<file path="config.mk">
export PLATFORM = sky130hd
export DESIGN_NAME = trading_engine_pp
export DESIGN_NICKNAME = d
export VERILOG_FILES = /design/src/rtl/trading_engine_pp.sv
export SDC_FILE = /design/constraint.sdc
export NUM_CORES = 2
export LEC_CHECK = 0
export CELL_PAD_IN_SITES_DETAIL_PLACEMENT = 1
export CELL_PAD_IN_SITES_GLOBAL_PLACEMENT = 1
export CORE_MARGIN = 2
export CORE_UTILIZATION = 45
export CTS_BUF_LIST = sky130_fd_sc_hd__clkbuf_16
export CTS_CLUSTER_SIZE = 14
export DETAILED_ROUTE_END_ITERATION = 12
export PLACE_DENSITY = 0.8
export SLEW_MARGIN = 20
export SYNTH_ARGS = -nofsm -noshare
export SYNTH_HDL_FRONTEND = slang
export SYNTH_SLANG_ARGS = --single-unit
</file>
<file path="constraint.sdc">
create_clock -name clk -period 7.4 [get_ports clk]
set_input_delay 1.48 -clock clk [delete_from_list [all_inputs] [get_ports clk]]
set_output_delay 1.48 -clock clk [all_outputs]
set_load 0.03 [all_outputs]
</file>
<file path="src/rtl/trading_engine_pp.sv">
// rtl/trading_engine_pp.sv - market-data packet parser with theo CAM and offset-based trade decision
module trading_engine_pp #(
  parameter int DEPTH          = 16,
  parameter int PRODUCT_OFFSET = 30,
  parameter int PRICE_OFFSET   = 34,
  parameter int SIDE_OFFSET    = 40
) (
  input  logic        clk,
  input  logic        rst_n,
  input  logic [15:0] product_num,
  input  logic [31:0] product_theo,
  input  logic        product_theo_valid,
  input  logic [7:0]  tcp_data,
  input  logic        tcp_valid,
  input  logic        tcp_sop,
  input  logic        tcp_eop,
  input  logic [31:0] px_offset,
  input  logic [1:0]  px_offset_sel,
  input  logic        px_offset_valid,
  output logic        trade,
  output logic        trade_buy,
  output logic [15:0] trade_product,
  output logic [31:0] trade_price,
  output logic        pkt_drop,
  output logic        table_full
);
  localparam int IW = (DEPTH > 1) ? $clog2(DEPTH) : 1;
  localparam logic [1:0] S_IDLE = 2'd0, S_RECV = 2'd1, S_LOOKUP = 2'd2;
  localparam logic [15:0] PROD_B = PRODUCT_OFFSET[15:0];
  localparam logic [15:0] PRICE_B = PRICE_OFFSET[15:0];
  localparam logic [15:0] SIDE_B = SIDE_OFFSET[15:0];

  logic [DEPTH-1:0] ent_valid;
  logic [15:0]      ent_key  [DEPTH];
  logic [31:0]      ent_theo [DEPTH];
  logic [31:0]      buy_off, sell_off;
  logic             buy_armed, sell_armed;
  logic [1:0]       state;
  logic [15:0]      count;
  logic [15:0]      cap_product, cap_product_n, lk_product;
  logic [31:0]      cap_price, cap_price_n, lk_price;
  logic             cap_side, cap_side_n, lk_side;

  logic          wr_hit, free_ok, lk_hit;
  logic [IW-1:0] wr_idx, free_idx;
  logic [31:0]   lk_theo;

  // Descending scans leave the lowest matching / free index selected.
  always_comb begin
    wr_hit   = 1'b0;
    wr_idx   = '0;
    free_ok  = 1'b0;
    free_idx = '0;
    lk_hit   = 1'b0;
    lk_theo  = '0;
    for (int i = DEPTH - 1; i >= 0; i--) begin
      if (ent_valid[i] && ent_key[i] == product_num) begin
        wr_hit = 1'b1;
        wr_idx = IW'(i);
      end
      if (!ent_valid[i]) begin
        free_ok  = 1'b1;
        free_idx = IW'(i);
      end
      if (ent_valid[i] && ent_key[i] == lk_product) begin
        lk_hit  = 1'b1;
        lk_theo = ent_theo[i];
      end
    end
  end

  assign table_full = &ent_valid;

  logic        in_pkt, pkt_end, runt, go_lookup;
  logic [15:0] idx, next_count;

  always_comb begin
    in_pkt        = tcp_sop || (state == S_RECV);
    idx           = tcp_sop ? 16'd0 : count;
    next_count    = (tcp_valid && idx != 16'hFFFF) ? idx + 16'd1 : idx;
    cap_product_n = cap_product;
    cap_price_n   = cap_price;
    cap_side_n    = cap_side;
    if (tcp_valid) begin
      if (idx == PROD_B)           cap_product_n[15:8] = tcp_data;
      if (idx == PROD_B + 16'd1)   cap_product_n[7:0]  = tcp_data;
      if (idx == PRICE_B)          cap_price_n[31:24]  = tcp_data;
      if (idx == PRICE_B + 16'd1)  cap_price_n[23:16]  = tcp_data;
      if (idx == PRICE_B + 16'd2)  cap_price_n[15:8]   = tcp_data;
      if (idx == PRICE_B + 16'd3)  cap_price_n[7:0]    = tcp_data;
      if (idx == SIDE_B)           cap_side_n          = tcp_data[0];
    end
    pkt_end   = in_pkt && tcp_eop;
    runt      = pkt_end && (tcp_sop || next_count <= SIDE_B);
    go_lookup = pkt_end && !runt;
  end

  logic [32:0] sell_limit;
  logic        sell_hit, buy_hit, do_trade, lk_drop;

  always_comb begin
    sell_limit = {1'b0, lk_theo} + {1'b0, sell_off};
    sell_hit   = sell_armed && ({1'b0, lk_price} >= sell_limit);
    buy_hit    = buy_armed && (buy_off <= lk_theo) && (lk_price <= lk_theo - buy_off);
    do_trade   = (state == S_LOOKUP) && lk_hit && (lk_side ? sell_hit : buy_hit);
    lk_drop    = (state == S_LOOKUP) && !lk_hit;
  end

  always_ff @(posedge clk or negedge rst_n) begin
    if (!rst_n) begin
      ent_valid     <= '0;
      for (int i = 0; i < DEPTH; i++) begin
        ent_key[i]  <= '0;
        ent_theo[i] <= '0;
      end
      buy_off       <= '0;
      sell_off      <= '0;
      buy_armed     <= 1'b0;
      sell_armed    <= 1'b0;
      state         <= S_IDLE;
      count         <= '0;
      cap_product   <= '0;
      cap_price     <= '0;
      cap_side      <= 1'b0;
      lk_product    <= '0;
      lk_price      <= '0;
      lk_side       <= 1'b0;
      trade         <= 1'b0;
      trade_buy     <= 1'b0;
      trade_product <= '0;
      trade_price   <= '0;
      pkt_drop      <= 1'b0;
    end else begin
      if (product_theo_valid) begin
        if (wr_hit) begin
          ent_theo[wr_idx] <= product_theo;
        end else if (free_ok) begin
          ent_valid[free_idx] <= 1'b1;
          ent_key[free_idx]   <= product_num;
          ent_theo[free_idx]  <= product_theo;
        end
      end
      if (px_offset_valid && px_offset_sel[0]) begin
        buy_off   <= px_offset;
        buy_armed <= 1'b1;
      end
      if (px_offset_valid && px_offset_sel[1]) begin
        sell_off   <= px_offset;
        sell_armed <= 1'b1;
      end

      if (in_pkt) begin
        count       <= next_count;
        cap_product <= cap_product_n;
        cap_price   <= cap_price_n;
        cap_side    <= cap_side_n;
        if (pkt_end) begin
          state <= go_lookup ? S_LOOKUP : S_IDLE;
          if (go_lookup) begin
            lk_product <= cap_product_n;
            lk_price   <= cap_price_n;
            lk_side    <= cap_side_n;
          end
        end else begin
          state <= S_RECV;
        end
      end else begin
        state <= S_IDLE;
      end

      trade <= do_trade;
      if (do_trade) begin
        trade_buy     <= !lk_side;
        trade_product <= lk_product;
        trade_price   <= lk_price;
      end
      // A runt ending during a trading LOOKUP loses its drop pulse so the two never overlap.
      pkt_drop <= !do_trade && (lk_drop || runt);
    end
  end
endmodule
</file>
=== After elaboration in Yosys (flattened, before gate mapping) ===
Index checks and enable logic that the tools add are counted.

* Multiplexer cells: 125
* $add $sub $neg: 3
* Order comparisons: 10
* Reduce and logical (&&, ||, !) cells: 60
* Equality and inequality tests: 42
* Bitwise logic cells: 4

{| class="wikitable"
|+ Operators with widths
! operator !! count
|-
| $bwmux 512 || 2
|-
| $mux 512 || 2
|-
| $mux 32 || 19
|-
| $eq 16x16->1 || 32
|-
| $bwmux 256 || 1
|-
| $demux 32 s4 || 2
|-
| $mux 4 || 32
|-
| $eq 16x6->1 const B || 5
|-
| $demux 16 s4 || 1
|-
| $le 32x32->1 || 2
|-
| $mux 16 || 4
|-
| $mux 1 || 52
|-
| $logic_and 1x1->1 || 48
|-
| $mux 8 || 6
|-
| $add 32x32->33 || 1
|-
| $ge 32x33->1 || 1
|-
| $eq 16x5->1 const B || 2
|-
| $sub 32x32->32 || 1
|-
| $add 16x1->16 const B || 1
|-
| $le 16x6->1 const B || 1
|-
| $ne 16x16->1 const B || 1
|-
| $or 16x16->16 || 1
|-
| $reduce_and 16->1 || 1
|-
| $ge 5x5->1 const B || 2
|-
| 14 further kinds || 24
|}

* Logic and storage cells: 294
* Output and inout bits: 52
* Bits in registers: 1017

=== Logic depth before layout (Yosys ltp) ===
* Depth after elaboration: 25
* Depth in mapped cells: 38
* Depth with buffers taken out: 34

=== Worst setup path after synthesis ===
Ideal clock, no wire load.

* Path type: reg-to-reg
* Start: register lk_product[14]
* End: register trade_price[0]
* Stages on the path, launching flop included: 39
* Setup slack: -457 ps
* Period minus slack after synthesis: 7857 ps
* Data arrival time: 7733 ps
* Library setup time: 125 ps
* Cells stage by stage: dfrtp_1 -> clkbuf_1 -> buf_1 -> xor2_1 -> nor4_1 -> nand4_1 -> nor4_2 -> nor2_1 -> o21ai_0 -> buf_2 -> o22ai_1 -> nand2_1 -> a21oi_1 -> a211oi_1 -> o31ai_1 -> ha_1 -> clkbuf_1 -> o21ai_0 -> [... 3 more ...] -> a21o_1 -> nor4bb_1 -> nor3_1 -> a311oi_1 -> a21o_1 -> a21oi_1 -> xor2_1 -> ha_1 -> a21o_1 -> a21o_1 -> a211oi_1 -> o21ai_0 -> nor3_1 -> a211o_1 -> nand4_1 -> a21oi_1 -> buf_2 -> mux2_2

* Cells in the longest elaborated chain, start to end: 23
* Elaborated cells between the ends (all ways): 75
* Classes of those cells: add/sub (2); order compare (3); eq/ne (16); mux (33); reduce/logical (21)

{| class="wikitable"
|+ RTL lines
! what !! RTL line !! text
|-
| start: declaration || 40 || <nowiki>logic [15:0] cap_product, cap_product_n, lk_product;</nowiki>
|-
| start signal: assignment || 160 || <nowiki>lk_product <= cap_product_n;</nowiki>
|-
| $eq 16x16->1 || 65 || <nowiki>if (ent_valid[i] && ent_key[i] == lk_product) begin</nowiki>
|-
| $logic_and 1x1->1 || 65 ||
|-
| $mux 32 (16 in series) || 65 ||
|-
| $add 32x32->33 (tied with other cells) || 102 || <nowiki>sell_limit = {1'b0, lk_theo} + {1'b0, sell_off};</nowiki>
|-
| $ge 32x33->1 (tied with other cells) || 103 || <nowiki>sell_hit = sell_armed && ({1'b0, lk_price} >= sell_limit);</nowiki>
|-
| $logic_and 1x1->1, on equally long branches || 103, 104 ||
|-
| $mux 1 || 105 || <nowiki>do_trade = (state == S_LOOKUP) && lk_hit && (lk_side ? sell_hit : buy_hit);</nowiki>
|-
| $logic_and 1x1->1 (*) || 105 ||
|-
| end signal: assignment || 175 || <nowiki>trade_price <= lk_price;</nowiki>
|-
| end: declaration || 23 || <nowiki>output logic [31:0] trade_price,</nowiki>
|}

Mark *: on every way between the ends. The rest lies on a longest branch, timed or not.
A chain may end at the register's enable or synchronous reset.

=== Final worst setup path ===
* Start: register lk_product[11]
* End: register trade_buy

* Cells in the longest elaborated chain, start to end: 23
* Elaborated cells between the ends (all ways): 75
* Classes of those cells: add/sub (2); order compare (3); eq/ne (16); mux (33); reduce/logical (21)

{| class="wikitable"
|+ RTL lines
! what !! RTL line !! text
|-
| $eq 16x16->1 || 65 ||
|-
| $logic_and 1x1->1 || 65 ||
|-
| $mux 32 (16 in series) || 65 ||
|-
| $add 32x32->33 (tied with other cells) || 102 ||
|-
| $ge 32x33->1 (tied with other cells) || 103 ||
|-
| $logic_and 1x1->1, on equally long branches || 103, 104 ||
|-
| $mux 1 || 105 ||
|-
| $logic_and 1x1->1 (*) || 105 ||
|-
| end signal: assignment || 173 || <nowiki>trade_buy <= !lk_side;</nowiki>
|-
| end: declaration || 21 || <nowiki>output logic trade_buy,</nowiki>
|}

Marks and branches as above.

==> results.sh <==
export IMPL_wire_per_inst_um=40.10
export IMPL_post_route_period_util_pct=140.3
export IMPL_worst_skew_pair_late_latency_ps=880
export IMPL_fin_tns_setup_ps=-149580
export IMPL_swShare_pct=44.38
export IMPL_switchingPower_mw=14.37
export IMPL_violations="capacitance limit, slew limit, setup timing"
export IMPL_ys_flop_type="dfrtp_1"
export IMPL_end_kind="register"
export IMPL_gr_usage_all_layers_pct=38.47
export IMPL_cts_tree="done"
export IMPL_finClkSkew_ps=74.74
export IMPL_die_w_um=353.3
export IMPL_postLayoutCoreUtil_pct=57.79
export IMPL_cp_arrival_ps=11080
export IMPL_cap_violations=2
export IMPL_grt_pass1_wl_mm=362.7
export IMPL_grt_remaining_overflow=0
export IMPL_avgViaCountPerCell=7.178
export IMPL_start_util_pct=45.24
export IMPL_drc=0
export IMPL_hold_class="reg2reg"
export IMPL_pre_cts_ws_ps=-1560
export IMPL_nNetsFinal=5700
export IMPL_synth_edf_count=0
export IMPL_die_h_um=353.3
export IMPL_cpMaxStageDelayCell="o21ai_0"
export IMPL_grt_pass1_vias=53332
export IMPL_antenna_found_initial=30
export IMPL_rows=128
export IMPL_mostFrequentLayoutCell="dfrtp_1"
export IMPL_avgSynthCellArea_um2=11.58
export IMPL_drt_pass1_iter_count=9
export IMPL_antenna_left=0
export IMPL_hold_slack_ps=497.7
export IMPL_power_leakage_nw=31.63
export IMPL_p_comb_share_pct=51.3
export IMPL_powerDensity_nw_per_um2=461.7
export IMPL_path_common_cell="buf_4"
export IMPL_finalWirelength_mm=288.6
export IMPL_pwr_share_clk_pct=18.2
export IMPL_ys_ff_latch=1017
export IMPL_slowest_delay_ps=1240
export IMPL_synth_nets=4975
export IMPL_fmax_mhz=96.30
export IMPL_crit_type="reg2reg"
export IMPL_fin_total_pwr_mw=32.39
export IMPL_rsz0062_at_grt="yes"
export IMPL_drtIter0Drc=7601
export IMPL_cts_max_level=3
export IMPL_p_int_mw=18.01
export IMPL_setup_viol=51
export IMPL_num_vias=51661
export IMPL_place_congestion=0.9309
export IMPL_fin_ws_ps=-2985
export IMPL_core_um2=121400
export IMPL_grt_max_degree=177
export IMPL_synth_cell_types=86
export IMPL_status="finished with violations"
export IMPL_hpwl_mm=131.4
export IMPL_root_buffer="clkbuf_16"
export IMPL_ys_async_sr_fraction_pct=100.0
export IMPL_worstMarginPinSlew_ps=1640
export IMPL_critPathRequiredTime_ps=8100
export IMPL_drv_slew=2
export IMPL_yosys_warnings=0
export IMPL_port_buffers=148
export IMPL_drive_above_1_share_pct=41.39
export IMPL_yosysSeqAreaShare_pct=46.34
export IMPL_hold_viol_final=0
export IMPL_cts_buffers=105
export IMPL_power_frac_seq_pct=30.5
export IMPL_reg2reg_setup_slack_ps=-2980
export IMPL_die_area_um2=124800
export IMPL_cp_max_fo=5
export IMPL_io_pin_count=149
export IMPL_clkTransAtPathRegs_ps=70
export IMPL_clock_sinks=1017
export IMPL_slew_headroom_pct=-10.50
export IMPL_period_minus_slack_ps=10380
export IMPL_start_kind="register"
export IMPL_ir_worst_vdd_mv=0.3034
export IMPL_syn_to_final_growth_pct=27.74
export IMPL_layout_common_cells="1005 x dfrtp_1, 923 x mux2_2, 667 x buf_4"
export IMPL_synthCells=4744
export IMPL_max_clock_path_buffers=3
export IMPL_synth_area_um2=54920
[worst max-delay path: cells and delay by family (launching register included)]
kind	cells	cell delay (ps)
adder cells (fa/ha/maj)	2	620
XOR/XNOR	2	260
flip-flops	1	470
buffers and inverters	13	1980
AO/OA/AOI/OAI	16	4540
AND/OR/NAND/NOR	10	2330
[power groups by stage]
stage	Combinational (mW)	Sequential, mW	Clock [mW]
floorplan	7.47	8.80	0
global placement	11.4	8.97	0
detailed placement	12.0	9.20	0
CTS	13.5	9.26	5.55
global route	16.8	9.94	6.00
finish	16.6	9.89	5.88
[cells in the mapped netlist, drive strengths merged (59+ instances only)]
library cell  number  area [um2]
a21oi            208        1056
buf              167       975.9
clkbuf           163       611.8
dfrtp           1017       25450
ha               132        1652
inv               77       289.0
mux2            1023       11520
nand2            147       559.3
nand3             59       295.3
nand4            115       719.4
nor2             222       843.3
nor3              66       351.6
nor4              66       431.7
o21ai            132       679.4
xnor2            395        3460
xor2             187        1638
[registers in the layout, indices dropped and copies added (netlist names)]
| register | flops |
|---|---|
| trade_price | 32 |
| lk_price | 32 |
| count | 16 |
| trade_buy | 1 |
| ent_key | 256 |
| lk_side | 1 |
| pkt_drop | 1 |
| cap_side | 1 |
| cap_price | 32 |
| trade_product | 16 |
| sell_armed | 1 |
| lk_product | 16 |
| state | 2 |
| ent_theo | 512 |
| ent_valid | 16 |
| cap_product | 16 |
| buy_off | 32 |
| buy_armed | 1 |
| sell_off | 32 |
| trade | 1 |
[worst paths after layout]
path                                     start            end  cells past startpoint
min in group asynchronous                rst_n       count[0]                      1
worst min-delay path             ent_theo[201]  ent_theo[201]                      1
worst min register to register   ent_theo[201]  ent_theo[201]                      1
max in group asynchronous                rst_n   ent_key[100]                      3
worst max-delay path            lk_product[11]      trade_buy                     43
worst max register to register  lk_product[11]      trade_buy                     43
[layout make-up]
class | count | area (um2)
Inverter | 77 | 289.0
Clock buffer | 105 | 2628
Fill cell | 12109 | 51250
Multi-Input combinational cell | 3320 | 30260
Timing Repair Buffer | 948 | 8574
Clock inverter | 92 | 870.8
Tap cell | 1625 | 2033
Antenna cell | 13 | 32.53
Sequential cell | 1017 | 25460
[logic make-up after synthesis]
family                   share of synthesized area, %
buffers and inverters                           3.418
adder cells (fa/ha/maj)                         3.080
AO/OA/AOI/OAI                                   8.150
multiplexers                                    21.67
XOR/XNOR                                        9.282
AND/OR/NAND/NOR                                 8.059
flip-flops                                      46.34
[per-layer routing]
layer	part of all wire, %	track usage [%]	up-vias
li1	-	-	18422
met1	33	44.01	25607
met2	43	61.51	5171
met3	14	11.12	2427
met4	11	28.18	34
met5	0.094	0	-
[timing repair]
action | CTS | global route
pin swaps | 150 | 130
gates cloned | 7 | 3
setup endpoints to repair | 51 | 51
hold buffers | 0 | 0
setup buffers | 107 | 60
gates resized for setup | 360 | 220
hold endpoints to repair | 0 | 0
[per-stage QoR]
stage / cell area [um2] / cells
floorplan: 54970 / 4744
global placement: 62330 / 6832
detailed placement: 62330 / 6832
CTS: 68530 / 7131
global route: 70130 / 7189
finish: 70150 / 7197
Power figures use the tool's default switching activity.
